<file path="config.mk">
export PLATFORM = sky130hd
export DESIGN_NAME = sdmac_fifo
export DESIGN_NICKNAME = d
export VERILOG_FILES = /design/src/rtl/sdmac_fifo_pkg.sv /design/src/rtl/sdmac_fifo_ram.sv /design/src/rtl/sdmac_fifo.sv
export SDC_FILE = /design/constraint.sdc
export NUM_CORES = 1
export LEC_CHECK = 0
export CAP_MARGIN = 20
export CELL_PAD_IN_SITES_DETAIL_PLACEMENT = 0
export CELL_PAD_IN_SITES_GLOBAL_PLACEMENT = 2
export CORE_UTILIZATION = 45
export CTS_CLUSTER_DIAMETER = 150
export DETAILED_ROUTE_END_ITERATION = 6
export PLACE_DENSITY = 0.81
export SLEW_MARGIN = 10
export SYNTH_ARGS = -nofsm -noshare
export SYNTH_HDL_FRONTEND = slang
export SYNTH_SLANG_ARGS = --single-unit
</file>
<file path="constraint.sdc">
create_clock -name CLK -period 13.7 [get_ports CLK]
set_input_delay 2.055 -clock CLK [delete_from_list [all_inputs] [get_ports CLK]]
set_output_delay 2.055 -clock CLK [all_outputs]
set_load 0.005 [all_outputs]
</file>
<file path="src/rtl/sdmac_fifo_pkg.sv">
// Shared constants and byte-lane helpers for the SDMAC longword FIFO.
// Lane 0 is the most significant byte (bits 31:24).
package sdmac_fifo_pkg;

    localparam logic DIR_S2M = 1'b0;
    localparam logic DIR_M2S = 1'b1;

    localparam int SDMAC_FIFO_DEPTH = 8;

    localparam logic [1:0] LANE_MSB = 2'd0;
    localparam logic [1:0] LANE_LSB = 2'd3;

    function automatic logic [7:0] lane_get(input logic [31:0] w, input logic [1:0] lane);
        logic [7:0] b;
        case (lane)
            2'd0:    b = w[31:24];
            2'd1:    b = w[23:16];
            2'd2:    b = w[15:8];
            default: b = w[7:0];
        endcase
        return b;
    endfunction

    function automatic logic [31:0] lane_put(input logic [31:0] w, input logic [1:0] lane,
                                             input logic [7:0] b);
        logic [31:0] r;
        r = w;
        case (lane)
            2'd0:    r[31:24] = b;
            2'd1:    r[23:16] = b;
            2'd2:    r[15:8]  = b;
            default: r[7:0]   = b;
        endcase
        return r;
    endfunction

endpackage

</file>
<file path="src/rtl/sdmac_fifo_ram.sv">
// DEPTH x 32 storage for the SDMAC FIFO: synchronous write, asynchronous read, no reset.
module sdmac_fifo_ram #(
    parameter int DEPTH = 8,
    parameter int AW    = 3
) (
    input  logic          clk,
    input  logic          we,
    input  logic [AW-1:0] waddr,
    input  logic [31:0]   wdata,
    input  logic [AW-1:0] raddr,
    output logic [31:0]   rdata
);

    logic [31:0] mem [DEPTH];

    always_ff @(posedge clk) begin
        if (we) begin
            mem[waddr] <= wdata;
        end
    end

    assign rdata = mem[raddr];

endmodule

</file>
<file path="src/rtl/sdmac_fifo.sv">
// Longword DMA FIFO with SCSI byte packer (DIR=0) / unpacker (DIR=1) and flush handling.
// Optional HALF watermark output is built when SDMAC_FIFO_WATERMARK_EN is defined.
module sdmac_fifo
    import sdmac_fifo_pkg::*;
#(
    parameter int DEPTH = SDMAC_FIFO_DEPTH,
    parameter int AW    = $clog2(DEPTH)
) (
    input  logic          CLK,
    input  logic          RST,
    input  logic          DIR,
    input  logic          CLR,
    input  logic          FLUSH,
    input  logic [7:0]    S_DIN,
    input  logic          S_WE,
    input  logic          S_RE,
    output logic [7:0]    S_DOUT,
    output logic          S_RDY,
    input  logic [31:0]   D_DIN,
    input  logic          D_WE,
    input  logic          D_RE,
    output logic [31:0]   D_DOUT,
    output logic          FULL,
    output logic          EMPTY,
    output logic [AW:0]   COUNT,
    output logic [1:0]    BPTR,
    output logic          FLUSH_DONE
`ifdef SDMAC_FIFO_WATERMARK_EN
    ,
    output logic          HALF
`endif
);

    localparam logic [AW:0] DEPTH_C = (AW+1)'(DEPTH);

    logic [AW-1:0] wr_ptr_q, wr_ptr_d, rd_ptr_q, rd_ptr_d;
    logic [AW:0]   count_q, count_d;
    logic [1:0]    bptr_q, bptr_d, bptr_after;
    logic [31:0]   pack_q, pack_d, pack_after;
    logic          flush_pend_q, flush_pend_d;
    logic          flush_done_q, flush_done_d;
    logic          dir_q, dir_d;
    logic          push, pop, clr_all, full, empty, s_rdy;
    logic          s_we_acc, s_re_acc, d_we_acc, d_re_acc;
    logic [31:0]   push_data, head;

    sdmac_fifo_ram #(.DEPTH(DEPTH), .AW(AW)) u_ram (
        .clk   (CLK),
        .we    (push),
        .waddr (wr_ptr_q),
        .wdata (push_data),
        .raddr (rd_ptr_q),
        .rdata (head)
    );

    assign full  = (count_q == DEPTH_C);
    assign empty = (count_q == '0);
    assign s_rdy = (DIR == DIR_S2M) ? (!flush_pend_q && (!full || bptr_q != LANE_LSB)) : !empty;

    always_comb begin
        dir_d        = DIR;
        // A direction change with data in flight behaves like CLR.
        clr_all      = CLR || ((DIR != dir_q) && (count_q != '0 || bptr_q != LANE_MSB));
        d_we_acc     = (DIR == DIR_M2S) && D_WE && !full;
        d_re_acc     = (DIR == DIR_S2M) && D_RE && !empty;
        s_we_acc     = (DIR == DIR_S2M) && S_WE && s_rdy;
        s_re_acc     = (DIR == DIR_M2S) && S_RE && s_rdy;
        push         = 1'b0;
        pop          = 1'b0;
        push_data    = D_DIN;
        pack_after   = pack_q;
        bptr_after   = bptr_q;
        pack_d       = pack_q;
        bptr_d       = bptr_q;
        flush_pend_d = flush_pend_q;
        flush_done_d = 1'b0;

        if (DIR == DIR_M2S) begin
            push = d_we_acc;
            pop  = s_re_acc && (bptr_q == LANE_LSB);
            if (s_re_acc) begin
                bptr_d = bptr_q + 2'd1;
            end
            flush_done_d = FLUSH;
        end else begin
            pop = d_re_acc;
            if (s_we_acc) begin
                if (bptr_q == LANE_LSB) begin
                    push       = 1'b1;
                    push_data  = {pack_q[31:8], S_DIN};
                    pack_after = '0;
                end else begin
                    pack_after = lane_put(pack_q, bptr_q, S_DIN);
                end
                bptr_after = bptr_q + 2'd1;
            end
            pack_d = pack_after;
            bptr_d = bptr_after;
            // The byte of this cycle is absorbed first; the flush sees the result.
            if (flush_pend_q) begin
                if (!full) begin
                    push         = 1'b1;
                    push_data    = pack_q;
                    pack_d       = '0;
                    bptr_d       = LANE_MSB;
                    flush_pend_d = 1'b0;
                    flush_done_d = 1'b1;
                end
            end else if (FLUSH) begin
                if (bptr_after == LANE_MSB) begin
                    flush_done_d = 1'b1;
                end else if (full) begin
                    flush_pend_d = 1'b1;
                end else begin
                    push         = 1'b1;
                    push_data    = pack_after;
                    pack_d       = '0;
                    bptr_d       = LANE_MSB;
                    flush_done_d = 1'b1;
                end
            end
        end

        if (clr_all) begin
            push         = 1'b0;
            pop          = 1'b0;
            pack_d       = '0;
            bptr_d       = LANE_MSB;
            flush_pend_d = 1'b0;
            flush_done_d = 1'b0;
        end

        wr_ptr_d = clr_all ? '0 : wr_ptr_q + {{(AW-1){1'b0}}, push};
        rd_ptr_d = clr_all ? '0 : rd_ptr_q + {{(AW-1){1'b0}}, pop};
        count_d  = clr_all ? '0 : count_q + {{AW{1'b0}}, push} - {{AW{1'b0}}, pop};
    end

    always_ff @(posedge CLK) begin
        if (RST) begin
            wr_ptr_q     <= '0;
            rd_ptr_q     <= '0;
            count_q      <= '0;
            bptr_q       <= '0;
            pack_q       <= '0;
            flush_pend_q <= 1'b0;
            flush_done_q <= 1'b0;
            dir_q        <= DIR_S2M;
        end else begin
            wr_ptr_q     <= wr_ptr_d;
            rd_ptr_q     <= rd_ptr_d;
            count_q      <= count_d;
            bptr_q       <= bptr_d;
            pack_q       <= pack_d;
            flush_pend_q <= flush_pend_d;
            flush_done_q <= flush_done_d;
            dir_q        <= dir_d;
        end
    end

`ifdef SDMAC_FIFO_WATERMARK_EN
    localparam logic [AW:0] HALF_C = DEPTH_C >> 1;
    logic half_q, half_d;

    always_comb begin
        half_d = (DIR == DIR_M2S) ? (count_d <= HALF_C) : (count_d >= HALF_C);
    end

    always_ff @(posedge CLK) begin
        if (RST) begin
            half_q <= 1'b0;
        end else begin
            half_q <= half_d;
        end
    end

    assign HALF = half_q;
`endif

    assign S_DOUT     = empty ? 8'h00 : lane_get(head, bptr_q);
    assign S_RDY      = s_rdy;
    assign D_DOUT     = head;
    assign FULL       = full;
    assign EMPTY      = empty;
    assign COUNT      = count_q;
    assign BPTR       = bptr_q;
    assign FLUSH_DONE = flush_done_q;

endmodule
</file>
# Yosys cells after proc, flatten, opt, wreduce, memory -nomap -nowiden
# Memory sizes are Yosys's and may differ from the RTL's. A register that Yosys moved wholly into a read port is not among the register bits.
# Index checks and enable logic that the tools add are counted.
# word_totals
reg_bits	47
wordCells	97
mem_bits_rw	256
n_memories	1
output_inout_bits	50
inputBits	49
# mem_list
memory	words	word_bits	rd	rd_clocked_by_memory_dff	wr	line_no	text
u_ram.mem	8	32	1	1	1	sdmac_fifo_ram.sv:14	logic [31:0] mem [DEPTH];
# op_classes
mux	51
addsub	5
reduce_logical	24
bitwise	1
n_eq_ne	7
# ops
operator	count
$mux 32	14
$mux 8	5
$pmux 8 s3	1
$mux 1	22
$mux 2	8
$logic_and 1x1->1	11
$add 3x1->3	2
$add 4x1->4	1
$eq 2x2->1 const B	2
$eq 4x4->1 const B	1
$logic_not 2->1	2
$logic_not 4->1	1
$reduce_bool 4->1	1
$sub 4x1->4	1
$logic_not 1->1	3
$logic_or 1x1->1	3
$mux 3	1
$reduce_or 3->1	1
$add 2x1->2 const B	1
$eq 2x1->1 const B	1
$ne 2x1->1 const B	1
$ne 2x2->1 const B	1
$reduce_bool 2->1	1
$reduce_or 2->1	1
other kinds (2)	2

# Depth between registers and ports, before layout
# logic_depth
word_depth	16
depth_mapped	16
depth_no_buf	15

# Modules after synthesis
# A second synthesis with hierarchy kept.
# unflattened
hier_cells	916
area_unflattened_um2	14108.5
# by_module_without_submodules
module	area_per_inst_um2	cells_per_inst	instances	seq_area_each_um2
sdmac_fifo_ram	9825.7	383	1	7687.4
sdmac_fifo	4282.9	533	1	940.9

# Worst setup path before layout
# No wires, ideal clock.
# synth_path
path_type	input port to flip-flop
start	input DIR
end	memory u_ram.mem[4][0] (enable)
arrival_ps	6100
setup_slack_ps	7099
path_buffers	2
path_stages	6
required_time_ps	13198
setup_ps	502
cell_sequence	buf_2 > clkbuf_1 > nand3_1 > o22ai_1 > nand3_1 > nor4_1
# synth_via
elab_chain_cells	13
word_cells_on_any_way	21
cone_classes	eq/ne (1); mux (12); bitwise (1); reduce/logical (7)
# synth_rtl
element	line_no	text
start, declared	sdmac_fifo.sv:11	input logic DIR,
$not 1->1	sdmac_fifo.sv:66	s_we_acc = (DIR == DIR_S2M) && S_WE && s_rdy;
$logic_and 1x1->1 (2 in a row)	sdmac_fifo.sv:66	
$mux 2	sdmac_fifo.sv:87	if (s_we_acc) begin
$mux 2	sdmac_fifo.sv:78	if (DIR == DIR_M2S) begin
$logic_not 2->1	sdmac_fifo.sv:110	if (bptr_after == LANE_MSB) begin
$mux 1	sdmac_fifo.sv:110	
$mux 1	sdmac_fifo.sv:109	end else if (FLUSH) begin
$mux 1	sdmac_fifo.sv:100	if (flush_pend_q) begin
$mux 1	sdmac_fifo.sv:78	
$mux 1 (*)	sdmac_fifo.sv:124	if (clr_all) begin
$mux 1 (*)	sdmac_fifo_ram.sv:17	if (we) begin
$mux 1 (implied by the code) (*)	sdmac_fifo_ram.sv:18	mem[waddr] <= wdata;
end, declared	sdmac_fifo_ram.sv:14	
# Mark *: on every way between the ends. The rest lies on a longest branch, timed or not. The select of a mux whose other input is x is not followed.

# Final worst setup path
# layout_path
start	input DIR
end	output S_RDY
# layout_via
elab_chain_cells	1
# layout_rtl
element	line_no	text
$mux 1	sdmac_fifo.sv:58	assign s_rdy = (DIR == DIR_S2M) ? (!flush_pend_q && (!full || bptr_q != LANE_LSB)) : !empty;
end, declared	sdmac_fifo.sv:18	output logic S_RDY,
# No other way between the ends.

==> results.py <==
metrics = {
    "status": {
        "status": "completed",
    },
    "yosys": {
        "syn_area_mm2": 0.01352,
        "synth_top_area_frac": 0.5687,
        "synth_most_common_cell": "edfxtp_1",
        "synth.top_cells.by_count": "256 x edfxtp_1, 53 x a21oi_1, 52 x nor2_1, 48 x mux4_2, 47 x dfxtp_1",
        "yosys_most_used_dff": "edfxtp_1",
        "avgSynthCellArea_um2": 14.74,
        "synth-edff-count": 256,
        "ys_ff_latch": 303,
        "async_flop_share": 0,
        "synth_top_cell_by_area": "edfxtp_1",
        "netlist_top_cells_area": "edfxtp_1 57%, mux4_2 8.0%, dfxtp_1 7.0%, mux2_2 3.5%, a221oi_1 2.0%",
        "synthesis.instances": 917,
        "syn-num-nets": 981,
        "synth_cell_types": 63,
        "synth_warnings": 0,
        "ys_seq_area_frac": 0.6383,
    },
    "worst_setup_path": {
        "path_max_fanout": 19,
        "critPathKind": "in -> out",
        "worst_path_max_delay_cell": "clkdlybuf4s50_1",
        "r2r-start": "BPTR[0]$_SDFFE_PP0P_",
        "required_ns": 11.64,
        "arrival_ns": 4.34,
        "rr_worst_depth": 8,
        "path_cells": "clkdlybuf4s50_1 -> inv_1 -> o21ai_0 -> clkdlybuf4s50_1",
        "max_stage_delay_ns": 0.97,
        "setup.worst_path.start_class": "input pin",
        "timing.rr.end": "u_ram.mem[0][15]$_DFFE_PP_",
        "crit_top_cell": "clkdlybuf4s50_1",
        "ff2ff_setup_slack_ns": 9.69,
        "critPathCaptureType": "output port",
    },
    "power_and_ir_drop": {
        "p_sw_frac": 0.2094,
        "p_switching_uw": 420.0,
        "power_density_mw_per_mm2": 125.7,
        "pwr-share-seq": 0.507,
        "pwr-share-clk": 0.431,
        "total_power_uw": 2005,
        "internal-power_uw": 1585,
        "power.leakage_uw": 0.005194,
        "p_comb_frac": 0.062,
        "ir_worst_vdd_mv": 0.09534,
    },
    "run": {
        "cap_viol_max_count": 0,
    },
    "global_route": {
        "grt_max_degree": 45,
        "track_usage": 0.2350,
        "grt_pass1_vias": 8430,
        "grt_pass1_wl_um": 53250,
        "grt_overflow_total": 0,
        "antenna_found_initial": 0,
    },
    "clocking": {
        "cts_buffer_depth": 3,
        "clock_latency_ns": 0.55,
        "cts.repair.resized": 0,
        "clock-root-buffer": "clkbuf_16",
        "ctsHoldBuffers": 0,
        "cts_tree": "done",
        "h-tree-depth": 1,
        "clock_sinks": 303,
        "cts_setup_buffers": 0,
        "numCtsBuffers": 30,
        "clk_pin_slew_ns": 0.06,
    },
    "floorplanning": {
        "chipHeight_um": 175.3,
        "core_area_mm2": 0.02956,
        "pin_count": 99,
        "die-area_mm2": 0.03074,
        "initial_core_util": 0.4573,
        "fp-row-count": 63,
        "die-width_um": 175.3,
    },
    "finish": {
        "area_growth_pct": 18.01,
        "fin_nets": 1073,
        "drive_gt1_frac": 0.1825,
        "fillerInstances": 2412,
        "antenna_cells": 0,
        "final_area_mm2": 0.01595,
    },
    "route": {
        "drt_wl_total_um": 35560,
        "drt_iter0_markers": 671,
        "dr.pass1.iters": 5,
        "drc": 0,
        "vias": 8462,
        "viasPerCell": 5.959,
        "drt.antenna.violating_nets": 0,
        "wl_per_cell_um": 25.04,
    },
    "timing": {
        "hold_viol": 0,
        "final_max_slew_viol_count": 0,
        "worst_pin_slew_ns": 1.173,
        "min_period_ns": 6.393,
        "setup_viol": 0,
        "whs_ns": 0.4610,
        "setup_ws_ns": 7.307,
        "rsz0062_at_grt": "false",
        "slew_headroom": 0.2178,
        "finalCritPeriodShare": 0.4666,
        "finalClockSkew_ns": 0.01769,
        "setup_tns_ns": 0,
        "fmax_mhz": 156.4,
    },
    "placed_design": {
        "pre_cts_slack_ns": 7.349,
        "place_congestion": 0.8172,
        "port_buffers": 98,
        "dp_hpwl_um": 22250,
        "placed_cell_area_mm2": 0.01492,
    },
    "worst_hold_path": {
        "hp-class": "reg -> reg",
        "min_from": "pack_q[17]$_SDFFE_PP0N_",
        "whs_endpoint": "pack_q[17]$_SDFFE_PP0N_",
        "holdPathStages": 2,
    },
}
-- power by group through the flow --
stage / logic [µW] / clock network, µW / registers, µW
4_1_cts: 124 / 872 / 1020
5_1_grt: 134 / 910 / 1020
3_3_place_gp: 123 / 0 / 1040
3_5_place_dp: 123 / 0 / 1040
2_1_floorplan: 61.5 / 0 / 1040
6_report: 124 / 864 / 1020
-- through the flow --
step	instances	util
2_1_floorplan	917	-
3_3_place_gp	1366	0.5047
3_5_place_dp	1366	0.5047
4_1_cts	1419	0.5394
5_1_grt	1420	0.5397
6_report	1420	0.5397
-- sequential cells by signal (all words and copies together) (netlist names) --
signal / flops
flush_pend_q: 1
pack_q: 32
COUNT: 4
rd_ptr_q: 3
dir_q: 1
FLUSH_DONE: 1
u_ram.mem: 256
BPTR: 2
wr_ptr_q: 3
-- worst max path at each step --
stage / startpoint / depth (start not counted) / to
final: DIR / 4 / S_RDY
after global routing: DIR / 4 / S_RDY
after CTS: DIR / 4 / S_RDY
after detailed placement: DIR / 4 / S_RDY
after global placement: DIR / 4 / S_RDY
after floorplan: DIR / 6 / u_ram.mem[4][0]$_DFFE_PP_
-- final cells by class --
| cell class | instances | area (µm²) | share of cell area |
|---|---|---|---|
| tap | 390 | 488.0 | 0.03059 |
| sequential | 303 | 8635 | 0.5413 |
| timing repair buffer | 120 | 1146 | 0.07184 |
| clock buffer | 35 | 790.8 | 0.04957 |
| multi-input combinational | 528 | 4547 | 0.2850 |
| inverter | 26 | 110.1 | 0.006902 |
| clock inverter | 18 | 236.5 | 0.01482 |
-- logic make-up after synthesis --
family	Yosys count	synth area share
simple gates	181	0.07164
xor+xnor	5	0.003239
compound gates	217	0.1130
mux	110	0.1298
flops	303	0.6383
fa+ha+maj	15	0.01444
buf+inv	86	0.02962
-- routing by layer --
layer / track usage / share of wire / vias up
met4: 0.06848 / 0.025 / 0
met2: 0.3659 / 0.46 / 332
met1: 0.3399 / 0.44 / 4267
met5: 0 / 0 / -
li1: - / - / 3812
met3: 0.03961 / 0.073 / 51
-- worst max-delay path: cells and delay by family --
kind                   cells  cell delay, ns
buffers and inverters      3            1.95
AOI/OAI and AO/OA          1            0.34
-- cell usage in the layout, fill, tap and decap left out, types with 5 or more instances in the layout --
master / netlist / routed
a22o_1: 8 / 8
o2bb2ai_1: 9 / 9
dfxtp_1: 47 / 44
ha_1: 14 / 14
nor2_1: 52 / 46
o21ai_0: 41 / 41
o2bb2ai_2: 10 / 10
buf_4: 3 / 21
mux2_2: 42 / 42
bufinv_16: 0 / 6
a221o_1: 8 / 8
clkdlybuf4s50_1: 0 / 98
clkinv_1: 1 / 7
a21oi_1: 53 / 53
nand2_1: 22 / 22
o22ai_1: 15 / 15
nand3_1: 18 / 18
clkinv_2: 0 / 5
inv_1: 23 / 23
and2_1: 19 / 19
nor2_4: 1 / 7
o21ai_1: 7 / 7
a221oi_1: 31 / 31
nand2b_1: 14 / 14
clkbuf_16: 0 / 31
nor2b_1: 10 / 10
and3_1: 25 / 25
mux2i_1: 20 / 20
edfxtp_1: 256 / 256
a31oi_1: 7 / 7
mux4_2: 48 / 48
Note: power is estimated with default switching activity, not from simulation.
